## src/rtl/change_dispenser.sv

```systemverilog
// change_dispenser
// Pays out a change amount as 10/5/1 coins. Coins are chosen greedily, and only
// denominations with inventory left are used. The hopper is driven one coin at
// a time with a level eject/ack handshake.
//
// Ports:
//   clk, rst           rising-edge clock, async active-high reset
//   dispense, change   one-cycle payout request and its amount
//   hop_ack            hopper has released the coin being ejected
//   refill             reload inventories (honoured only when idle)
//   eject10/5/1        level request for one coin of that value
//   busy, done         payout in progress / one-cycle completion pulse
//   shortfall          amount the last payout could not cover
//   overrun, fault     sticky: dispense while busy / hopper timeout
//   inv10/5/1          current coin inventory
module change_dispenser #(
  parameter int INV_W      = 8,
  parameter int INV_INIT10 = 20,
  parameter int INV_INIT5  = 20,
  parameter int INV_INIT1  = 50,
  parameter int TIMEOUT    = 1000
) (
  input  logic             clk,
  input  logic             rst,
  input  logic             dispense,
  input  logic [7:0]       change,
  input  logic             hop_ack,
  input  logic             refill,
  output logic             eject10,
  output logic             eject5,
  output logic             eject1,
  output logic             busy,
  output logic             done,
  output logic [7:0]       shortfall,
  output logic             overrun,
  output logic             fault,
  output logic [INV_W-1:0] inv10,
  output logic [INV_W-1:0] inv5,
  output logic [INV_W-1:0] inv1
);
  typedef enum logic [1:0] {IDLE, SELECT, EJECT, FAULT} state_t;

  localparam logic [INV_W-1:0] L_INIT10 = INV_W'(INV_INIT10);
  localparam logic [INV_W-1:0] L_INIT5  = INV_W'(INV_INIT5);
  localparam logic [INV_W-1:0] L_INIT1  = INV_W'(INV_INIT1);
  localparam logic [INV_W-1:0] L_ONE    = INV_W'(1);
  localparam logic [15:0]      TO_LAST  = 16'(TIMEOUT - 1);

  state_t           r_state, w_state_nxt;
  logic [7:0]       r_rem, w_rem_nxt;
  logic [15:0]      r_tcnt, w_tcnt_nxt;
  logic             r_ej10, r_ej5, r_ej1, w_ej10_nxt, w_ej5_nxt, w_ej1_nxt;
  logic             r_busy, r_done, r_over, r_fault;
  logic             w_busy_nxt, w_done_nxt, w_over_nxt, w_fault_nxt;
  logic [7:0]       r_short, w_short_nxt;
  logic [INV_W-1:0] r_inv10, r_inv5, r_inv1, w_inv10_nxt, w_inv5_nxt, w_inv1_nxt;

  always_ff @(posedge clk or posedge rst) begin
    if (rst) begin
      r_state <= IDLE;
      r_rem   <= '0;
      r_tcnt  <= '0;
      r_ej10  <= 1'b0;
      r_ej5   <= 1'b0;
      r_ej1   <= 1'b0;
      r_busy  <= 1'b0;
      r_done  <= 1'b0;
      r_short <= '0;
      r_over  <= 1'b0;
      r_fault <= 1'b0;
      r_inv10 <= L_INIT10;
      r_inv5  <= L_INIT5;
      r_inv1  <= L_INIT1;
    end else begin
      r_state <= w_state_nxt;
      r_rem   <= w_rem_nxt;
      r_tcnt  <= w_tcnt_nxt;
      r_ej10  <= w_ej10_nxt;
      r_ej5   <= w_ej5_nxt;
      r_ej1   <= w_ej1_nxt;
      r_busy  <= w_busy_nxt;
      r_done  <= w_done_nxt;
      r_short <= w_short_nxt;
      r_over  <= w_over_nxt;
      r_fault <= w_fault_nxt;
      r_inv10 <= w_inv10_nxt;
      r_inv5  <= w_inv5_nxt;
      r_inv1  <= w_inv1_nxt;
    end
  end

  always_comb begin
    w_state_nxt = r_state;
    w_rem_nxt   = r_rem;
    w_tcnt_nxt  = r_tcnt;
    w_ej10_nxt  = r_ej10;
    w_ej5_nxt   = r_ej5;
    w_ej1_nxt   = r_ej1;
    w_busy_nxt  = r_busy;
    w_done_nxt  = 1'b0;
    w_short_nxt = r_short;
    w_over_nxt  = r_over;
    w_fault_nxt = r_fault;
    w_inv10_nxt = r_inv10;
    w_inv5_nxt  = r_inv5;
    w_inv1_nxt  = r_inv1;

    if (dispense && r_state != IDLE) w_over_nxt = 1'b1;

    case (r_state)
      IDLE: begin
        if (dispense) begin
          w_rem_nxt   = change;
          w_short_nxt = '0;
          w_busy_nxt  = 1'b1;
          w_state_nxt = SELECT;
        end else if (refill) begin
          w_inv10_nxt = L_INIT10;
          w_inv5_nxt  = L_INIT5;
          w_inv1_nxt  = L_INIT1;
        end
      end
      SELECT: begin
        w_tcnt_nxt = '0;
        if (r_rem == 8'd0) begin
          w_done_nxt  = 1'b1;
          w_busy_nxt  = 1'b0;
          w_state_nxt = IDLE;
        end else if (r_rem >= 8'd10 && r_inv10 != '0) begin
          w_ej10_nxt  = 1'b1;
          w_state_nxt = EJECT;
        end else if (r_rem >= 8'd5 && r_inv5 != '0) begin
          w_ej5_nxt   = 1'b1;
          w_state_nxt = EJECT;
        end else if (r_inv1 != '0) begin
          w_ej1_nxt   = 1'b1;
          w_state_nxt = EJECT;
        end else begin
          // Nothing left that fits: report what we could not pay.
          w_short_nxt = r_rem;
          w_rem_nxt   = '0;
          w_done_nxt  = 1'b1;
          w_busy_nxt  = 1'b0;
          w_state_nxt = IDLE;
        end
      end
      EJECT: begin
        // Ack is tested first so it wins over a same-cycle timeout.
        if (hop_ack) begin
          w_ej10_nxt  = 1'b0;
          w_ej5_nxt   = 1'b0;
          w_ej1_nxt   = 1'b0;
          w_state_nxt = SELECT;
          if (r_ej10) begin
            w_rem_nxt   = r_rem - 8'd10;
            w_inv10_nxt = r_inv10 - L_ONE;
          end else if (r_ej5) begin
            w_rem_nxt   = r_rem - 8'd5;
            w_inv5_nxt  = r_inv5 - L_ONE;
          end else begin
            w_rem_nxt   = r_rem - 8'd1;
            w_inv1_nxt  = r_inv1 - L_ONE;
          end
        end else if (r_tcnt == TO_LAST) begin
          w_ej10_nxt  = 1'b0;
          w_ej5_nxt   = 1'b0;
          w_ej1_nxt   = 1'b0;
          w_fault_nxt = 1'b1;
          w_state_nxt = FAULT;
        end else begin
          w_tcnt_nxt = r_tcnt + 16'd1;
        end
      end
      default: ; // FAULT: parked, busy held, until reset
    endcase
  end

  assign eject10   = r_ej10;
  assign eject5    = r_ej5;
  assign eject1    = r_ej1;
  assign busy      = r_busy;
  assign done      = r_done;
  assign shortfall = r_short;
  assign overrun   = r_over;
  assign fault     = r_fault;
  assign inv10     = r_inv10;
  assign inv5      = r_inv5;
  assign inv1      = r_inv1;
endmodule
```

## config.mk

```make
export PLATFORM = sky130hd
export DESIGN_NAME = change_dispenser
export DESIGN_NICKNAME = d
export VERILOG_FILES = /design/src/rtl/change_dispenser.sv
export SDC_FILE = /design/constraint.sdc
export NUM_CORES = 1
export LEC_CHECK = 0
export BUFFER_PORTS_ARGS = -buffer_cell sky130_fd_sc_hd__buf_2
export CAP_MARGIN = 20
export CORE_MARGIN = 2
export CORE_UTILIZATION = 55
export CTS_CLUSTER_DIAMETER = 200
export DETAILED_ROUTE_END_ITERATION = 12
export GPL_ROUTABILITY_DRIVEN = 0
export PLACE_DENSITY_LB_ADDON = 0.08
export SLEW_MARGIN = 30
export SYNTH_ARGS = -nofsm -noshare
export SYNTH_HDL_FRONTEND = slang
export SYNTH_SLANG_ARGS = --single-unit
```

## constraint.sdc

```tcl
create_clock -name clk -period 6.9 [get_ports clk]
set_input_delay 0.69 -clock clk [delete_from_list [all_inputs] [get_ports clk]]
set_output_delay 0.69 -clock clk [all_outputs]
set_load 0.02 [all_outputs]
```

* Word-level counts from Yosys, hierarchy flattened
Cells that the tools add are included.
** Operators by class
- Muxes and demuxes :: 66
- Reductions and logical operators :: 25
- Equal/unequal tests :: 24
- Bitwise logic cells :: 1
- Order comparisons :: 2
- Add/sub/neg operators :: 7
** Operator list (count)
- $mux 8 :: 25
- $pmux 8 s2 :: 4
- $ne 2x2->1 const B :: 17
- $mux 16 :: 2
- $pmux 16 s2 :: 1
- $sub 8x1->8 const B :: 4
- $pmux 8 s3 :: 1
- $reduce_and 6->1 :: 4
- $reduce_bool 8->1 :: 3
- $mux 1 :: 21
- $add 16x1->16 const B :: 1
- $eq 16x10->1 const B :: 1
- $reduce_and 5->1 :: 3
- $mux 2 :: 7
- $ne 3x3->1 const B :: 4
- $reduce_and 3->1 :: 3
- $ge 8x3->1 const B :: 1
- $ge 8x4->1 const B :: 1
- $logic_not 8->1 :: 1
- $pmux 1 s2 :: 4
- $reduce_bool 2->1 :: 4
- $sub 8x3->8 const B :: 1
- $sub 8x4->8 const B :: 1
- $reduce_and 7->1 :: 1
- other kinds (8) :: 10
** Storage, ports and cells
- Register bits :: 65
- Logic and storage cells :: 139
- Output and inout bits :: 39
- Input bits :: 13

* Depth between registers and ports, before layout
Gate-level depths: netlist (run 1).
- Word-level depth :: 6
- Gate-level depth with buffers :: 9
- Gate-level depth less buffers :: 7

* Least setup slack after synthesis (run 1)
Ideal clock, no wire load.
- Path kind :: register to register
- Start :: reg r_inv1[2], in the netlist inv1[2]
- End :: reg r_short[0], in the netlist shortfall[0]
- Path buffers :: 1
- Cell stages (with the launch flop) :: 7
- Data arrival time :: 2.672 ns
- Setup slack :: 4.148 ns
- Required time :: 6.821 ns
- Cells stage by stage :: dfrtp_1 or4_4 or4b_4 or3_1 buf_6 nor3_4 mux2i_1
** Between the ends
- Longest elaborated chain between the ends :: 3
** Ends and longest elaborated chain
- start: declaration :: RTL line 56 : logic [INV_W-1:0] r_inv10, r_inv5, r_inv1, w_inv10_nxt, w_inv5_nxt, w_inv1_nxt;
- start signal: assignment :: RTL line 88 : r_inv1 <= w_inv1_nxt;
- $reduce_bool 8->1 :: RTL line 135 : end else if (r_inv1 != '0) begin
- $ne 2x2->1 (no line)
- $reduce_and 6->1 (no line)
- end signal: assignment :: RTL line 83 : r_short <= w_short_nxt;
- end: declaration :: RTL line 55 : logic [7:0] r_short, w_short_nxt;
No other way between the ends.
A chain may end at the register's enable or synchronous reset.

* Worst setup path in the final report (run 1)
- Start :: reg r_state[0]
- End :: reg r_rem[5]
** Between the ends
- Longest elaborated chain between the ends :: 3
** Ends and longest elaborated chain
- start: declaration :: RTL line 49 : state_t r_state, w_state_nxt;
- start signal: assignment :: RTL line 75 : r_state <= w_state_nxt;
- $eq 2x1->1 (tied with other cells) :: RTL line 110 : case (r_state)
- $ne 2x2->1 (no line) or $reduce_bool 3->1 (tied branches)
- $reduce_and 7->1 (no line)
- end signal: assignment :: RTL line 76 : r_rem <= w_rem_nxt;
- end: declaration :: RTL line 50 : logic [7:0] r_rem, w_rem_nxt;
Several ways; a longest one is shown, not always the timed one.

==> results of run 1 <==
## metal layers
layer	vias to the layer above	share of wire
met1	1624	0.46
li1	1645	-
met4	0	0.011
met2	114	0.47
met5	-	0
met3	12	0.061
## registers in the layout (all words and copies together) (netlist names)
| name | count |
|---|---|
| busy | 1 |
| done | 1 |
| eject1 | 1 |
| eject10 | 1 |
| eject5 | 1 |
| fault | 1 |
| inv1 | 8 |
| inv10 | 8 |
| inv5 | 8 |
| overrun | 1 |
| r_rem | 8 |
| r_state | 2 |
| r_tcnt | 16 |
| shortfall | 8 |
## final cells by class
class | instances | area, sq um | share of cell area
clock buffers | 13 | 159 | 0.0359
repair buffers | 53 | 268 | 0.0604
inverters | 27 | 101 | 0.0229
well taps | 96 | 120 | 0.0271
multi-input cells | 322 | 2110 | 0.476
clock inverters | 3 | 40.0 | 0.00903
flip-flops and latches | 65 | 1640 | 0.369
## critical path, delay by kind of cell, from the launching register on
| kind | cells | cell delay (ns) |
|---|---|---|
| simple gates | 2 | 1.18 |
| fa+ha+maj | 1 | 0.56 |
| compound gates | 3 | 0.81 |
| buf+inv | 1 | 0.10 |
| flops | 1 | 0.43 |
## worst max path at each step
stage,start,endpoint,cells after the start
after global placement,r_state[0],r_rem[6],7
after floorplan,inv1[2],shortfall[0],6
final,r_state[0],r_rem[5],7
after global routing,r_state[0],r_rem[5],7
after detailed placement,r_state[0],r_rem[5],7
after CTS,r_state[0],r_rem[5],7
## cells in the mapped netlist, drive strengths merged (2+ instances only)
| library cell | count | area (sq um) |
|---|---|---|
| nand2b | 8 | 50.1 |
| a221oi | 2 | 17.5 |
| nor3 | 12 | 71.3 |
| mux2i | 10 | 100 |
| dfrtp | 58 | 1450 |
| nand3b | 2 | 15.0 |
| nor4 | 5 | 31.3 |
| dfstp | 7 | 184 |
| o21ai | 17 | 85.1 |
| and3 | 5 | 31.3 |
| o31ai | 4 | 30.0 |
| a21o | 3 | 22.5 |
| a31oi | 4 | 25.0 |
| nand3 | 16 | 80.1 |
| nor4bb | 2 | 20.0 |
| xnor2 | 8 | 70.1 |
| and4 | 3 | 26.3 |
| a21oi | 20 | 100 |
| nand4 | 8 | 50.1 |
| nor3b | 2 | 15.0 |
| o22ai | 6 | 37.5 |
| ha | 17 | 213 |
| a211oi | 4 | 30.0 |
| nor2 | 39 | 146 |
| o311ai | 2 | 17.5 |
| o2bb2ai | 3 | 26.3 |
| nand2 | 46 | 173 |
| o221ai | 4 | 35.0 |
| and2 | 4 | 25.0 |
| a32oi | 2 | 17.5 |
| a41oi | 2 | 17.5 |
| xor2 | 20 | 175 |
| nand4b | 2 | 17.5 |
| or3 | 4 | 25.0 |
| nor2b | 7 | 43.8 |
| or4 | 6 | 48.8 |
| nor4b | 2 | 17.5 |
| mux2 | 2 | 22.5 |
| inv | 26 | 97.6 |
| clkbuf | 15 | 56.3 |
## stage by stage
stage / cell area (sq um) / utilization / hold WS (ns) / worst slack (ns)
2_1_floorplan: 3910 / - / 0.457 / 4.15
3_3_place_gp: 4230 / 0.618 / 0.451 / 3.84
3_5_place_dp: 4230 / 0.619 / 0.457 / 3.75
4_1_cts: 4430 / 0.648 / 0.471 / 3.74
5_1_grt: 4430 / 0.649 / 0.479 / 3.40
6_report: 4430 / 0.649 / 0.475 / 3.66
## report_power, final
| group | internal (W) | switching, W |
|---|---|---|
| registers | 0.000467 | 0.000116 |
| logic | 0.000273 | 0.000481 |
| clock network | 0.000186 | 0.000139 |
| total | 0.000926 | 0.000736 |
## cell families after synthesis
logic type	Yosys count	synth area share
AOI/OAI and AO/OA	89	0.155
muxes	12	0.0314
adders and majority gates	17	0.0544
DFF	65	0.418
buffers and inverters	43	0.0432
and+or+nand+nor	176	0.235
xor gates and xnor gates	28	0.0627
==> impl_metrics.yaml, run 1 <==
run_status:
  status: "completed"
critical_path:
  crit_fanout: 19
  crit_slowest_cell: "nor2b_1"
  arrival_ns: 3.41
  reg2reg_from: "r_state[0]"
  worstSetupEndpointType: "flip-flop"
  slowest_delay_ns: 0.78
  reg2reg_depth: 7
  path_cells: "inv_1 -> ha_1 -> nor2b_1 -> or3_1 -> a21oi_1 -> a21oi_1 -> o221ai_1"
  cp.required_ns: 7.07
  timing.rr.end: "r_rem[5]"
  reg2reg_slack_ns: 3.66
  crit_top_cell: "a21oi_1"
  critical_path_class: "reg2reg"
  cp-start-kind: "flip-flop"
logic_synthesis:
  synth_seq_cells: 65
  ys_warn_count: 0
  ys_seq_area_frac: 0.418
  async_flop_share: 1.00
  synth_cell_types: 63
  ys.flop_type: "dfrtp_1"
  synth_edf_count: 0
  synth_cells: 430
  synth_area_sq_mm: 0.00391
  syn_avg_cell_area_sq_um: 9.09
  synth_nets: 460
layout:
  nNetsFinal: 508
  final_common_cell: "dfrtp_1"
  n_antenna_cell: 0
  final_cell_mix: "dfrtp_1, buf_2, nand2_1, nor2_1, inv_1"
  instances_no_fill: 579
  fill_cells: 605
  drive_gt1_frac: 0.172
  syn_to_final_growth_pct: 13.3
die:
  rows: 30
  ios: 52
  start_util: 0.572
  core_sq_mm: 0.00683
  dieArea_sq_mm: 0.00780
  die_h_um: 88.3
  die_w_um: 88.3
clocking:
  cts_resized: 0
  htreeDepth: 3
  cts_root_buf: "clkbuf_8"
  clock_latency_ns: 0.33
  cts_tree: "built"
  clock_path_buffers: 2
  cts_buffers: 9
  clk_pin_slew_ns: 0.07
  cts_hold_buf: 0
  cts.sinks: 65
  post_cts_buffers: 0
grt:
  antenna_found_initial: 0
  grt_overflow: 0
  grt-busiest-layer: "met2"
  use_met2: 0.384
  grt_max_degree: 66
  grt_pass1_wl_um: 15400
  grt_pass1_vias: 3199
  gr-usage-met3: 0.0317
  use_met1: 0.366
  track_usage: 0.249
run:
  drv_cap: 0
routing:
  firstDrtPassIters: 5
  remaining_drc_errors: 0
  wl_per_cell_um: 15.7
  finalWirelength_um: 9070
  postRouteAntennaNets: 0
  viasPerCell: 5.86
  dr.first_iter.drc_count: 241
  vias: 3395
sta:
  worst_slew_pin_slew_ns: 0.871
  report.final.slew_viol_count: 0
  fin_crit_sh: 0.470
  hold_viol: 0
  setup_viol: 0
  grt_setup_unrepaired: "false"
  min_period_ns: 3.24
  fmax_ghz: 0.309
  setup_tns_ns: 0
  slew_headroom: 0.418
  clock_skew_ns: 0.0112
placement:
  numPortBuffers: 51
  dp_hpwl_um: 6590
  dp_cells: 563
power_and_ir_drop:
  powerDensity_mw_per_mm2: 375
  ir_drop_mv: 0.199
  power_w: 0.00166
  p_leak_nw: 1.99
hold_path:
  hold_depth: 1
  hp-class: "reg2reg"
  holdPathEnd: "fault"
  hp-start: "fault"
No activity file was read; power rests on OpenSTA's default activity.
==> inputs of run 2 (changes only) <==
- clock period: 6.9 -> 3.3 ns (I/O delays scaled with it)
==> impl_metrics.yaml, run 2 (synthesis results as in run 1) <==
run_status:
  status: "completed"
die:
  die_w_um: 88.3
  die_h_um: 88.3
  ios: 52
  rows: 30
  dieArea_sq_mm: 0.00780
  start_util: 0.572
  core_sq_mm: 0.00683
clocking:
  clock_path_buffers: 2
  cts.sinks: 65
  cts_tree: "built"
  htreeDepth: 3
  cts_root_buf: "clkbuf_8"
  cts_resized: 0
  cts_hold_buf: 0
  post_cts_buffers: 0
  cts_buffers: 9
  clk_pin_slew_ns: 0.08
  clock_latency_ns: 0.34
sta:
  report.final.slew_viol_count: 0
  hold_viol: 0
  setup_tns_ns: 0
  clock_skew_ns: 0.0106
  grt_setup_unrepaired: "false"
  min_period_ns: 2.84
  layout_setup_ws_ns: 0.458
  fmax_ghz: 0.352
  setup_viol: 0
  fin_crit_sh: 0.861
  slew_headroom: 0.485
  worst_slew_pin_slew_ns: 0.771
critical_path:
  critical_path_class: "reg2reg"
  path_cells: "or4_4 -> or4b_4 -> or3_1 -> nor3_4 -> mux2i_1"
  crit_slowest_cell: "or4_4"
  crit_fanout: 8
  arrival_ns: 3.11
  cp.required_ns: 3.57
  cp-start-kind: "flip-flop"
  worstSetupEndpointType: "flip-flop"
  slowest_delay_ns: 0.55
routing:
  top_layer_used: "met4"
  m1WireLength_um: 4350
  firstDrtPassIters: 5
  postRouteAntennaNets: 0
  wl_per_cell_um: 15.7
  viasPerCell: 5.84
  dr.first_iter.drc_count: 192
  met2_length_um: 4260
  finalWirelength_um: 9180
  remaining_drc_errors: 0
  dr_wl_met3_um: 396
  vias: 3408
placement:
  numPortBuffers: 51
  dp_slack_ns: 0.458
  place_area_sq_mm: 0.00427
  dp_hpwl_um: 6680
grt:
  track_usage: 0.254
  grt_pass1_wl_um: 15400
  antenna_found_initial: 0
  grt_pass1_vias: 3144
  grt_overflow: 0
  grt_max_degree: 38
layout:
  final_common_cell: "dfrtp_1"
  nNetsFinal: 513
  fin_area_sq_mm: 0.00450
  fill_cells: 575
  syn_to_final_growth_pct: 15.1
  ff_latch_area_sq_mm: 0.00164
  n_antenna_cell: 0
  drive_gt1_frac: 0.182
  multiInputGateArea_sq_mm: 0.00211
  final_cell_mix: "dfrtp_1, buf_2, nand2_1, nor2_1, inv_1"
  top_register: "r_tcnt"
  largest_reg_flops: 16
power_and_ir_drop:
  powerDensity_mw_per_mm2: 803
  p_leak_nw: 2.03
  ir_drop_mv: 0.378
  power_w: 0.00361
run:
  drv_cap: 0
hold_path:
  hp-class: "in2async"
[run 2: final timing paths]
| check | from | endpoint | slack (ns) | depth (start not counted) |
|---|---|---|---|---|
| min in group clk | dispense | overrun | 0.26 | 2 |
| max in group asynchronous | rst | r_tcnt[3] | 2.32 | 3 |
| worst min-delay path | rst | inv10[3] | 0.11 | 2 |
| worst max-delay path | inv1[2] | shortfall[7] | 0.46 | 5 |
| worst min register to register | overrun | overrun | 0.46 | 1 |
| worst max register to register | inv1[2] | shortfall[7] | 0.46 | 5 |
[run 2: cell type report]
class                           instances  share of cell area
Timing Repair Buffer                   58              0.0684
Tap cell                               96              0.0267
Clock inverter                          5              0.0172
Clock buffer                           11              0.0336
Inverter                               27              0.0225
Multi-Input combinational cell        322               0.468
Sequential cell                        65               0.363
[run 2: power by group]
group	switching [W]	total, W	leakage [nW]	internal (W)
Clock	0.000318	0.000782	0.115	0.000464
Combinational	0.00102	0.00162	1.07	0.000602
Sequential	0.000234	0.00121	0.842	0.000976
[run 2: metrics by stage]
| step | std cells | hold slack (ns) | util |
|---|---|---|---|
| final | 584 | 0.115 | 0.659 |
| after detailed placement | 568 | 0.448 | 0.625 |
| after floorplan | 430 | 0.451 | - |
| after global placement | 568 | 0.439 | 0.625 |
| after CTS | 584 | 0.141 | 0.659 |
| after global routing | 584 | 0.189 | 0.659 |
[run 2: critical path, delay by kind of cell, from the launching register on]
family	cells	cell delay [ns]
DFF	1	0.43
muxes	1	0.24
and+or+nand+nor	4	2.09
[run 2: routing by layer]
metal | vias up | track usage
li1 | 1658 | -
met1 | 1642 | 0.362
met2 | 94 | 0.398
met3 | 14 | 0.0336
met4 | 0 | 0.0937
met5 | - | 0
==> inputs of run 3 (changes only) <==
- MAX_ROUTING_LAYER: default -> met4
==> impl_metrics.yaml, run 3 (synthesis results as in run 1) <==
sta:
  fin_crit_sh: 0.865
  hold_viol: 0
  grt_setup_unrepaired: "false"
  setup_tns_ns: 0
  worst_slew_pin_slew_ns: 0.775
  slew_headroom: 0.483
  clock_skew_ns: 0.0111
  fmax_ghz: 0.350
  report.final.slew_viol_count: 0
  setup_viol: 0
  min_period_ns: 2.85
  layout_setup_ws_ns: 0.446
routing:
  remaining_drc_errors: 0
  wl_per_cell_um: 15.7
  finalWirelength_um: 9190
  viasPerCell: 5.82
  postRouteAntennaNets: 0
  vias: 3397
  dr.first_iter.drc_count: 205
  firstDrtPassIters: 5
clocking:
  cts_hold_buf: 0
  clock_latency_ns: 0.35
  clock_path_buffers: 2
  cts_root_buf: "clkbuf_8"
  post_cts_buffers: 0
  cts_buffers: 9
  cts.sinks: 65
  cts_tree: "built"
  cts_resized: 0
  htreeDepth: 3
  clk_pin_slew_ns: 0.08
power_and_ir_drop:
  ir_drop_mv: 0.377
  powerDensity_mw_per_mm2: 804
  power_w: 0.00362
  p_leak_nw: 2.03
layout:
  syn_to_final_growth_pct: 15.1
  nNetsFinal: 513
  drive_gt1_frac: 0.182
  largest_reg_flops: 16
  multiInputGateArea_sq_mm: 0.00211
  n_antenna_cell: 0
  ff_latch_area_sq_mm: 0.00164
  top_register: "r_tcnt"
  instances_no_fill: 584
  final_cell_mix: "dfrtp_1, buf_2, nand2_1, nor2_1, inv_1"
  fill_cells: 575
  final_common_cell: "dfrtp_1"
grt:
  grt_pass1_vias: 3144
  antenna_found_initial: 0
  grt_overflow: 0
  grt_pass1_wl_um: 15400
  grt-busiest-layer: "met2"
  grt_max_degree: 38
  track_usage: 0.262
  use_met1: 0.361
  gr-usage-met3: 0.0336
  use_met2: 0.398
critical_path:
  cp-start-kind: "flip-flop"
  reg2reg_slack_ns: 0.45
  cp.required_ns: 3.57
  arrival_ns: 3.13
  crit_fanout: 8
  worstSetupEndpointType: "flip-flop"
  critical_path_class: "reg2reg"
run_status:
  status: "completed"
die:
  start_util: 0.572
  die_w_um: 88.3
  die_h_um: 88.3
  ios: 52
  core_sq_mm: 0.00683
  rows: 30
  dieArea_sq_mm: 0.00780
placement:
  numPortBuffers: 51
  dp_slack_ns: 0.458
  dp_hpwl_um: 6680
  dp_cells: 568
hold_path:
  hp-class: "in2async"
run:
  drv_cap: 0
run 3: layout make-up:
class	instances	area share
Clock buffer	11	0.0336
Inverter	27	0.0225
Sequential cell	65	0.363
Timing Repair Buffer	58	0.0684
Clock inverter	5	0.0172
Tap cell	96	0.0267
Multi-Input combinational cell	322	0.468
run 3: path summary, 6_finish.rpt:
path | endpoint | cells after the start | from
worst max-delay path | shortfall[5] | 5 | inv1[2]
worst min register to register | overrun | 1 | overrun
min in group clk | overrun | 2 | dispense
worst max register to register | shortfall[5] | 5 | inv1[2]
max in group asynchronous | r_tcnt[3] | 3 | rst
worst min-delay path | inv10[3] | 2 | rst
run 3: report_power, final:
group | internal, W | leakage, nW | switching (W) | total [W]
logic | 0.000602 | 1.07 | 0.00102 | 0.00162
registers | 0.000976 | 0.842 | 0.000234 | 0.00121
clock network | 0.000464 | 0.115 | 0.000320 | 0.000785
total | 0.00204 | 2.03 | 0.00158 | 0.00362
run 3: per-layer routing:
layer / routed length (um) / up-vias
met3: 361 / 15
met1: 4400 / 1636
li1: - / 1654
met5: 0 / -
met4: 166 / 0
met2: 4270 / 92
run 3: worst max-delay path, stage by stage, from the launching register on:
cell and delay, ns:
dfrtp_1 0.43, or4_4 0.55, or4b_4 0.55, or3_1 0.51, nor3_4 0.49, mux2i_1 0.24
run 3: stage by stage:
step                      hold slack [ns]  instance area, sq um  utilization
after floorplan                     0.451                  3910            -
after global placement              0.439                  4270        0.625
after detailed placement            0.448                  4270        0.625
after CTS                           0.141                  4500        0.659
after global routing                0.187                  4500        0.659
final                               0.115                  4500        0.659
